$ cat src/rtl/mram_cmd_serializer.sv
// Parallel-to-serial MRAM command transmitter: one command per handshake, shifted
// out LSB-first on addr_in/data_in while ctrl frames the bits.
module mram_cmd_serializer #(
  parameter int unsigned ADDR_W = 20,
  parameter int unsigned DATA_W = 16,
  parameter int unsigned GAP    = 2
) (
  input  logic              clk,
  input  logic              rst,
  input  logic              cmd_valid,
  output logic              cmd_ready,
  input  logic [ADDR_W-1:0] cmd_addr,
  input  logic [DATA_W-1:0] cmd_data,
  input  logic              cmd_write,
  output logic              ctrl,
  output logic              addr_in,
  output logic              data_in,
  output logic              rw_out,
  output logic              frame_done
);

  localparam int unsigned CNT_W    = (ADDR_W > 1) ? $clog2(ADDR_W) : 1;
  localparam int unsigned GAP_W    = (GAP > 2) ? $clog2(GAP - 1) : 1;
  localparam int unsigned GAP_LAST = (GAP > 1) ? GAP - 2 : 0;

  typedef enum logic [1:0] {
    S_IDLE,
    S_SHIFT,
    S_GAP
  } state_t;

  state_t            state_q, state_d;
  logic [CNT_W-1:0]  bit_cnt_q, bit_cnt_d;
  logic [GAP_W-1:0]  gap_cnt_q, gap_cnt_d;
  logic [ADDR_W-1:0] addr_sr_q, addr_sr_d;
  logic [ADDR_W-1:0] data_sr_q, data_sr_d;
  logic              cmd_ready_q, cmd_ready_d;
  logic              ctrl_q, ctrl_d;
  logic              addr_in_q, addr_in_d;
  logic              data_in_q, data_in_d;
  logic              rw_out_q, rw_out_d;
  logic              frame_done_q, frame_done_d;

  // Bit 0 is presented directly at the accepting edge; the shift registers
  // hold the remaining bits. Data is zero-extended so trailing bits read 0.
  always_comb begin
    state_d      = state_q;
    bit_cnt_d    = bit_cnt_q;
    gap_cnt_d    = gap_cnt_q;
    addr_sr_d    = addr_sr_q;
    data_sr_d    = data_sr_q;
    cmd_ready_d  = cmd_ready_q;
    ctrl_d       = ctrl_q;
    addr_in_d    = addr_in_q;
    data_in_d    = data_in_q;
    rw_out_d     = rw_out_q;
    frame_done_d = 1'b0;

    case (state_q)
      S_IDLE: begin
        cmd_ready_d = 1'b1;
        if (cmd_ready_q && cmd_valid) begin
          state_d     = S_SHIFT;
          cmd_ready_d = 1'b0;
          bit_cnt_d   = '0;
          addr_sr_d   = cmd_addr >> 1;
          data_sr_d   = ADDR_W'(cmd_data) >> 1;
          addr_in_d   = cmd_addr[0];
          data_in_d   = cmd_data[0];
          rw_out_d    = cmd_write;
          ctrl_d      = 1'b1;
        end
      end

      S_SHIFT: begin
        if (bit_cnt_q == CNT_W'(ADDR_W - 1)) begin
          ctrl_d       = 1'b0;
          addr_in_d    = 1'b0;
          data_in_d    = 1'b0;
          rw_out_d     = 1'b0;
          frame_done_d = 1'b1;
          gap_cnt_d    = '0;
          if (GAP == 1) begin
            state_d     = S_IDLE;
            cmd_ready_d = 1'b1;
          end else begin
            state_d = S_GAP;
          end
        end else begin
          bit_cnt_d = bit_cnt_q + CNT_W'(1);
          addr_in_d = addr_sr_q[0];
          data_in_d = data_sr_q[0];
          addr_sr_d = addr_sr_q >> 1;
          data_sr_d = data_sr_q >> 1;
        end
      end

      S_GAP: begin
        if (gap_cnt_q == GAP_W'(GAP_LAST)) begin
          state_d     = S_IDLE;
          cmd_ready_d = 1'b1;
        end else begin
          gap_cnt_d = gap_cnt_q + GAP_W'(1);
        end
      end

      default: begin
        state_d     = S_IDLE;
        cmd_ready_d = 1'b0;
        ctrl_d      = 1'b0;
        addr_in_d   = 1'b0;
        data_in_d   = 1'b0;
        rw_out_d    = 1'b0;
      end
    endcase
  end

  always_ff @(posedge clk or negedge rst) begin
    if (!rst) begin
      state_q      <= S_IDLE;
      bit_cnt_q    <= '0;
      gap_cnt_q    <= '0;
      addr_sr_q    <= '0;
      data_sr_q    <= '0;
      cmd_ready_q  <= 1'b0;
      ctrl_q       <= 1'b0;
      addr_in_q    <= 1'b0;
      data_in_q    <= 1'b0;
      rw_out_q     <= 1'b0;
      frame_done_q <= 1'b0;
    end else begin
      state_q      <= state_d;
      bit_cnt_q    <= bit_cnt_d;
      gap_cnt_q    <= gap_cnt_d;
      addr_sr_q    <= addr_sr_d;
      data_sr_q    <= data_sr_d;
      cmd_ready_q  <= cmd_ready_d;
      ctrl_q       <= ctrl_d;
      addr_in_q    <= addr_in_d;
      data_in_q    <= data_in_d;
      rw_out_q     <= rw_out_d;
      frame_done_q <= frame_done_d;
    end
  end

  assign cmd_ready  = cmd_ready_q;
  assign ctrl       = ctrl_q;
  assign addr_in    = addr_in_q;
  assign data_in    = data_in_q;
  assign rw_out     = rw_out_q;
  assign frame_done = frame_done_q;

endmodule

$ cat config.mk
export PLATFORM = sky130hd
export DESIGN_NAME = mram_cmd_serializer
export DESIGN_NICKNAME = d
export VERILOG_FILES = /design/src/rtl/mram_cmd_serializer.sv
export SDC_FILE = /design/constraint.sdc
export NUM_CORES = 1
export LEC_CHECK = 0
export BUFFER_PORTS_ARGS = -buffer_cell sky130_fd_sc_hd__buf_2
export CAP_MARGIN = 20
export CORE_MARGIN = 2
export CORE_UTILIZATION = 54
export DETAILED_ROUTE_END_ITERATION = 12
export PLACE_DENSITY = 0.79
export SETUP_SLACK_MARGIN = 0.15
export SYNTH_ARGS = -nofsm -noshare
export SYNTH_HDL_FRONTEND = slang
export SYNTH_SLANG_ARGS = --single-unit
$ cat constraint.sdc
create_clock -name clk -period 1.9 [get_ports clk]
set_clock_uncertainty 0.15 [all_clocks]
set_input_delay 0.38 -clock clk [delete_from_list [all_inputs] [get_ports clk]]
set_output_delay 0.38 -clock clk [all_outputs]
set_load 0.01 [all_outputs]
==> reports/results.tsv <==
metric	value	unit
Int Power	2.51	mW
clk sinks	47	
Final Max Tran Viols	0	
Data required, critical path	1.93	ns
initial core utilization	55.9	%
RSZ-0062 raised after global routing	false	
CP Launch Type	flip-flop	
total number of vias	1798	
Synth Register Bits	47	
Inst Count DP	295	
clock slew at reported path FFs	0.09	ns
Final #Nets	293	
I/O Pins	46	
routed len/inst	16.3	um
Leak Pwr	1.13	nW
multi-input combinational cell area	901	um2
Post-Syn Area per Cell	10.6	um2
max_cap viols	0	
synthesized cell area	0.00222	mm2
PortBufs	45	
XOR/XNOR Fraction of Synth Area	0.395	%
VDD IR max	0.777	mV
FFs w/ async S/R, synth	100	%
CP endpoint kind	flip-flop	
hold slack	0.0206	ns
antenna violations before repair	0	
CTS tree	done	
Reg2Reg Depth	5	
sequential cell area	0.00118	mm2
overall die height	68.1	um
biggest area consumer among synthesized cells	dfrtp_1	
fmax	0.601	GHz
largest net degree at the start of global routing	48	
Worst Path Max Fanout	19	
Vias/cell	5.93	
Slew @ Worst Pin	0.593	ns
H-Tree Depth	2	
Layout Utilization	64.7	%
# rows	23	
GRT Util Overall	23.3	%
Starting DRT DRC Count	138	
setup TNS	0	ns
Area contributors post-synth	dfrtp_1 53%, o32ai_1 13%, a21oi_1 7.7%	
power share of the sequential group	44.3	%
fillcell total	333	
final global-route overflow total	0	
Post-Synth Adder-Cell Area	0.564	%
period utilization	87.5	%
commonest cells in the netlist	47 x dfrtp_1, 34 x a21oi_1, 34 x nor2_1	
RePlAce Congestion	0.838	
Sw Pwr	1.46	mW
CTS Buffer Depth	2	
worst skew pair latency	0.30	ns
Final Hold Viols	0	
setup slack after layout	0.237	ns
cell with the most instances after synthesis	dfrtp_1	
syn nets	250	
relative slew slack	60.5	%
Synth Instances	209	
fin crit period	1.66	ns
mux contribution to synthesized area	1.80	%
count of non-filler cells in the finished layout	303	
Synthesis Warnings	0	
CP Class	reg2reg	
Yosys top cell area share	53.0	%
Core Region	0.00397	mm2
HP Class	in2async	
Synth Flop Type	dfrtp_1	
Area growth syn-to-layout	15.8	%
Worst Path Arrival	1.70	ns
setup violators final	0	
Die Wd	68.1	um
final WL	4940	um
Sw Ratio	36.8	%
vias in the first global route	1670	
die area	0.00464	mm2
Antenna Cells	0	
DP Wirelength	3150	um
Post-synth EDFFs	0	
run status	completed	
# DRC	0	
largest family of logic cells by synthesized area	compound AO/OA/AOI/OAI gates	
pre-CTS WS	0.0893	ns
layout cell share with drive strength beyond 1	26.9	%
ANT nets after route	0	
sequential-to-total area share from yosys stat	53.0	%
Comb pwr share	40.9	%
Compound-Gate Fraction of Synth Area	24.1	%
CTS root buffer	clkbuf_8	
drt pass-1 iters	4	
Pwr per Cell Area	1550	mW/mm2
Synth Area in Simple Gates	12.9	%
Clk pwr share	14.8	%
CTS buffer count	5	
library cells used by synthesis	30	
first-pass GRT wire length	7940	um
## power by group through the flow
| stage | logic (mW) | clock network [mW] | registers (mW) |
|---|---|---|---|
| CTS | 1.63 | 0.597 | 1.75 |
| floorplan | 1.25 | 0 | 1.70 |
| global route | 1.82 | 0.641 | 1.82 |
| finish | 1.63 | 0.590 | 1.76 |
| global placement | 1.55 | 0 | 1.75 |
| detailed placement | 1.61 | 0 | 1.77 |
## through the flow
stage          total power [mW]  area, um2
3_3_place_gp               3.31       2480
2_1_floorplan              2.95       2220
5_1_grt                    4.27       2570
3_5_place_dp               3.38       2480
6_report                   3.98       2570
4_1_cts                    3.98       2570
## per-layer routing
layer  wire (um)  share of wire (%)  global-route usage, %
met5           0                  0                      0
met4          69                1.4                   10.5
met3         208                4.2                   4.44
met2        2430                 49                   35.2
met1        2230                 45                   32.7
## worst paths after layout
kind / startpoint / slack [ns] / endpoint
max: bit_cnt_q[0] / 0.24 / data_sr_q[9]
min: rst / 0.02 / addr_sr_q[10]
max reg2reg: bit_cnt_q[0] / 0.24 / data_sr_q[9]
min reg2reg: addr_sr_q[0] / 0.36 / addr_in
max in group asynchronous: rst / 1.16 / state_q[0]
min in group clk: cmd_data[15] / 0.15 / data_sr_q[14]
## critical path, stage by stage, from the launching register on
cell and delay [ns]:
dfrtp_1 0.41, ha_1 0.22, and4bb_4 0.26, buf_12 0.17, o32ai_1 0.27, a21oi_1 0.07
## registers in the layout (all words and copies together) (netlist names)
signal and cells:
cmd_ready 1, rw_out 1, bit_cnt_q 5, addr_in 1, data_in 1, state_q 2, frame_done 1, ctrl 1
addr_sr_q 19, data_sr_q 15
## logic make-up after synthesis
family,Yosys count
AOI/OAI and AO/OA,78
xor gates and xnor gates,1
adders and majority gates,1
buffers and inverters,20
DFF,47
muxes,4
and+or+nand+nor,58
## layout by cell type (no fill, tap or decap), types with 2 or more instances in the layout
| cell type | Yosys | routed |
|---|---|---|
| o2bb2ai_1 | 4 | 4 |
| clkbuf_8 | 0 | 5 |
| o32ai_1 | 32 | 32 |
| nand4bb_1 | 2 | 2 |
| o21ai_0 | 5 | 5 |
| nand2b_1 | 2 | 2 |
| nand2_1 | 6 | 6 |
| a21oi_1 | 34 | 34 |
| buf_2 | 14 | 45 |
| buf_12 | 3 | 3 |
| nor2_1 | 34 | 34 |
| mux2i_1 | 4 | 4 |
| buf_4 | 1 | 8 |
| dfrtp_1 | 47 | 46 |
| nand3_1 | 4 | 4 |
## timing repair
action                     in CTS  in global routing
setup endpoints to repair      10                  4
buffers inserted                0                  0
hold buffers                    0                  0
resized for setup               3                  1
## final cells by class
| cell class | instances | area share, % |
|---|---|---|
| sequential | 47 | 45.8 |
| tap | 50 | 2.43 |
| clock inverter | 2 | 0.487 |
| clock buffer | 6 | 2.82 |
| multi-input combinational | 142 | 35.0 |
| timing repair buffer | 56 | 13.4 |
Note: power is estimated with default switching activity, not from simulation.
